[src/rtl/store_unit.sv]
// Store buffer between the pipeline and data memory: formats byte/half/word stores
// into lane-replicated data plus byte strobes and queues them. Optional: STORE_MISALIGN_CHECK_EN.
module store_unit #(
  parameter int DEPTH = 2
) (
  input  logic        clk,
  input  logic        rst,
  input  logic        req_valid,
  output logic        req_ready,
  input  logic [31:0] req_addr,
  input  logic [31:0] req_data,
  input  logic [1:0]  req_size,
  output logic        mem_valid,
  input  logic        mem_ready,
  output logic [31:0] mem_addr,
  output logic [31:0] mem_wdata,
  output logic [3:0]  mem_wstrb,
  output logic        busy,
  output logic        misalign
);

  localparam int AW = $clog2(DEPTH);

  typedef struct packed {
    logic [31:0] addr;
    logic [31:0] wdata;
    logic [3:0]  wstrb;
  } entry_t;

  entry_t          r_mem [DEPTH];
  logic [AW-1:0]   r_wptr, r_rptr;
  logic [AW:0]     r_count;

  logic            w_full, w_empty, w_accept, w_push, w_pop, w_mis;
  logic [3:0][7:0] w_lane;
  logic [3:0]      w_strb;
  entry_t          w_entry, w_head;

  // Each byte lane picks the source byte that a store of this size would place there.
  for (genvar i = 0; i < 4; i++) begin : g_lane
    always_comb begin
      w_lane[i] = req_data[8*i +: 8];
      case (req_size)
        2'b00:   w_lane[i] = req_data[7:0];
        2'b01:   w_lane[i] = req_data[8*(i%2) +: 8];
        default: w_lane[i] = req_data[8*i +: 8];
      endcase
    end
  end

  always_comb begin
    w_strb = 4'b1111;
    case (req_size)
      2'b00:   w_strb = 4'b0001 << req_addr[1:0];
      2'b01:   w_strb = req_addr[1] ? 4'b1100 : 4'b0011;
      default: w_strb = 4'b1111;
    endcase
  end

`ifdef STORE_MISALIGN_CHECK_EN
  assign w_mis = ((req_size == 2'b01) && req_addr[0]) ||
                 ((req_size == 2'b10) && (req_addr[1:0] != 2'b00));
`else
  assign w_mis = 1'b0;
`endif

  assign w_full    = (r_count == (AW+1)'(DEPTH));
  assign w_empty   = (r_count == '0);
  assign req_ready = !w_full;
  assign mem_valid = !w_empty;
  assign busy      = mem_valid;

  // Reserved sizes and flagged misaligned stores complete the handshake but never queue.
  assign w_accept = req_valid && req_ready;
  assign w_push   = w_accept && (req_size != 2'b11) && !w_mis;
  assign w_pop    = mem_valid && mem_ready;

  assign w_entry = '{addr: {req_addr[31:2], 2'b00}, wdata: w_lane, wstrb: w_strb};
  assign w_head  = r_mem[r_rptr];

  assign mem_addr  = w_empty ? 32'h0 : w_head.addr;
  assign mem_wdata = w_empty ? 32'h0 : w_head.wdata;
  assign mem_wstrb = w_empty ? 4'h0  : w_head.wstrb;

  always_ff @(posedge clk) begin
    if (w_push) r_mem[r_wptr] <= w_entry;
  end

  always_ff @(posedge clk or posedge rst) begin
    if (rst) begin
      r_wptr  <= '0;
      r_rptr  <= '0;
      r_count <= '0;
    end else begin
      if (w_push) r_wptr <= r_wptr + 1'b1;
      if (w_pop)  r_rptr <= r_rptr + 1'b1;
      case ({w_push, w_pop})
        2'b10:   r_count <= r_count + 1'b1;
        2'b01:   r_count <= r_count - 1'b1;
        default: r_count <= r_count;
      endcase
    end
  end

`ifdef STORE_MISALIGN_CHECK_EN
  logic r_misalign;
  always_ff @(posedge clk or posedge rst) begin
    if (rst) r_misalign <= 1'b0;
    else     r_misalign <= w_accept && w_mis;
  end
  assign misalign = r_misalign;
`else
  assign misalign = 1'b0;
`endif

endmodule

[config.mk]
export PLATFORM = sky130hd
export DESIGN_NAME = store_unit
export DESIGN_NICKNAME = d
export VERILOG_FILES = /design/src/rtl/store_unit.sv
export SDC_FILE = /design/constraint.sdc
export NUM_CORES = 1
export LEC_CHECK = 0
export CAP_MARGIN = 25
export CORE_MARGIN = 2
export CORE_UTILIZATION = 53
export DETAILED_ROUTE_END_ITERATION = 12
export PLACE_DENSITY = 0.85
export SLEW_MARGIN = 25
export SYNTH_ARGS = -nofsm -noshare
export SYNTH_HDL_FRONTEND = slang
export SYNTH_SLANG_ARGS = --single-unit
[constraint.sdc]
create_clock -name clk -period 8.5 [get_ports clk]
set_clock_uncertainty 0.05 [all_clocks]
set_input_delay 1.275 -clock clk [delete_from_list [all_inputs] [get_ports clk]]
set_output_delay 1.275 -clock clk [all_outputs]
set_load 0.005 [all_outputs]
==> impl_results.md <==
- Status: completed
- Total Power: 2620 uW
- Nets@finish: 569
- Most used DFF post-synth: edfxtp_1
- Routed via count: approximately 3400
- Wire per inst: around 18 um
- Post-placement cell area: 7210 um2
- Vias per cell: 5.26
- CTS max path bufs: 2
- Filler cells: 702
- CP Launch Type: register
- Die width: 109 um
- Gates resized, CTS repair: 0
- First-pass GRT wire length: between 15000 and 20000 um
- Top achievable clock speed: 238 MHz
- Worst path arrival time: 2.89 ns
- ANT nets after route: 0
- Peak VDD IR: 0.171 mV
- R2r setup slk: 6.14 ns
- Placed cells: 619
- CTS buffer count: 17
- Period Utilization, post-route: 49.5%
- CP Capture Point: mem_wdata[24]
- Initial drt markers: 275
- CP Capture Type: output pin
- Total core area: approximately 11000 um2
- Clk sink count: ~140
- CTS tree: done
- Gpl congestion: approximately 0.8
- Pwr per Cell Area: 336 nW/um2
- Max Cap Viol: 0
- Die area: roughly 12000 um2
- Final hold vios: 0
- Leak pwr: 0.00289 uW
- Worst skew pair latency: 0.52 ns
- R2R depth: 4
- Setup CP Type: register to output pin
- H-tree levels: 4
- R2R Path End: r_mem[0][1]
- Syn_area_per_cell: around 16 um2
- Die Height: 109 um
- Share of layout cells above drive strength 1: 14.1%
- Initial core utilization: 54.1%
- Crit Path Max Fanout: 36
- Critical Path RT: between 7 and 8 ns
- CP startpoint: r_count[0]
- Yosys reg bits: 136
- TritonRoute pass-1 iters: 4
- Final Setup Violations: 0
- Fin area: between 7000 and 8000 um2
- Layout area overhead: 34.2%
- Non-Filler Instances: 651
- IO buf count: 138
- Async S/R FF share, synth: 2.94%
- Root buf cell: clkbuf_8
- Post-synthesis sequential area ratio: between 60% and 70%
- Num rows: 38
- Largest net degree at the start of global routing: 47
- Measured slew at the worst slew-check pin: 0.822 ns
- Max_slew headroom: 45.1%
- RSZ-0062 raised after global routing: false
- Setup ws final: 4.29 ns
- Tot GR Track Use: 20.2%
- Pre-CTS setup slack: ~4.4 ns
- Post-CTS Hold Fix Bufs: 0
- Post-Synthesis Cell Area: between 5000 and 6000 um2
- Synth warnings: 0
- Fin crit period: 4.21 ns
- Setup tns final: 0 ns
- Initial antenna violation count: 0
- Reg-to-reg startpoint: r_count[0]
- Hold Path Cell Cnt: 1
- EDFF count, synth: ~130
- Synth Instances: ~360
- # DRC: 0
- Min-Delay Path Class: register to register
- Vias in the first global route: 3484
- Final HPWL DP: approximately 7400 um
- IO Pins: around 140
- Setup Buffers After CTS: 0
- Ant diodes: 0
- CTS clock-pin slew for the worst setup and hold paths: 0.06 ns
- Yosys cell types: 27
- Slew Limit Fails: 0
- DRT Wirelength: 11500 um
- Overflow after GRT: 0
## power by group
group	internal [uW]	switching [uW]	total, uW
Sequential	885	72.4	957
Clock	449	273	722
Combinational	527	414	941
## worst min path at each step
stage / endpoint / start
after floorplan: r_wptr / r_wptr
after global placement: r_wptr / r_wptr
after detailed placement: r_wptr / r_wptr
after CTS: r_wptr / r_wptr
after global routing: r_wptr / r_wptr
final: r_wptr / r_wptr
## cell families (layout without fill, tap and decap cells)
| family | Yosys count | after routing | share of synthesized area (%) |
|---|---|---|---|
| compound gates | 12 | 12 | 1.21 |
| mux | 90 | 90 | 15.8 |
| simple gates | 85 | 85 | 7.54 |
| xor+xnor | 5 | 5 | 0.754 |
| other cells | 1 | 3 | 0.0645 |
| fa+ha+maj | 1 | 1 | 0.215 |
| buf+inv | 27 | 179 | 4.46 |
| flops | 136 | 136 | 69.9 |
## synthesized netlist by cell type (3+ instances only)
cell,count,area [um2]
o21ai_1,8,40.0
mux2i_1,74,741
buf_6,6,67.6
mux2_2,16,180
buf_12,4,80.1
dfrtp_1,4,100
xnor2_1,3,26.3
buf_4,9,67.6
inv_1,3,11.3
nor2_4,12,135
nand2_1,8,30.0
edfxtp_1,132,3960
nor2_1,60,225
## through the flow
| step | utilization, % | hold slack [ns] |
|---|---|---|
| after floorplan | - | 0.416 |
| after global placement | 66.8 | 0.484 |
| after detailed placement | 67.1 | 0.502 |
| after CTS | 72.6 | 0.530 |
| after global routing | 72.6 | 0.546 |
| final | 72.6 | 0.529 |
## layout make-up
class | count | area (um2) | share of cell area [%]
sequential | 136 | 4070 | 52.1
clock inverter | 14 | 175 | 2.25
inverter | 4 | 15.0 | 0.192
multi-input combinational | 196 | 1510 | 19.4
clock buffer | 18 | 418 | 5.36
timing repair buffer | 143 | 1440 | 18.4
tap | 140 | 175 | 2.25
## cell usage in the layout, fill, tap and decap left out, types with 4 or more instances in the layout
master           Yosys  final
buf_4                9      4
mux2i_1             74     74
nand2_1              8      8
clkbuf_16            0     16
clkinv_4             0      4
nor2_1              60     58
clkdlybuf4s50_1      0    138
nor2_4              12     14
o21ai_1              8      8
edfxtp_1           132    132
mux2_2              16     16
## critical path: stages, from the launching register on
cell             delay, ns
dfrtp_1               0.45
nor2_4                0.67
buf_4                 0.57
nor2_1                0.17
clkdlybuf4s50_1       0.49
## registers in the layout, indices dropped and copies added (netlist names)
| register | count |
|---|---|
| r_wptr | 1 |
| r_count | 2 |
| r_rptr | 1 |
| r_mem | 132 |
## per-layer routing
layer / share of wire, % / wire, um / GRT usage, % / vias to the layer above
li1: - / - / - / 1590
met3: 6.8 / 780 / 5.68 / 21
met4: 1.9 / 218 / 9.07 / 0
met2: 51 / 5820 / 34.2 / 162
met1: 41 / 4650 / 24.3 / 1649
met5: 0 / 0 / 0 / -
(Power assumes the default switching activity.)
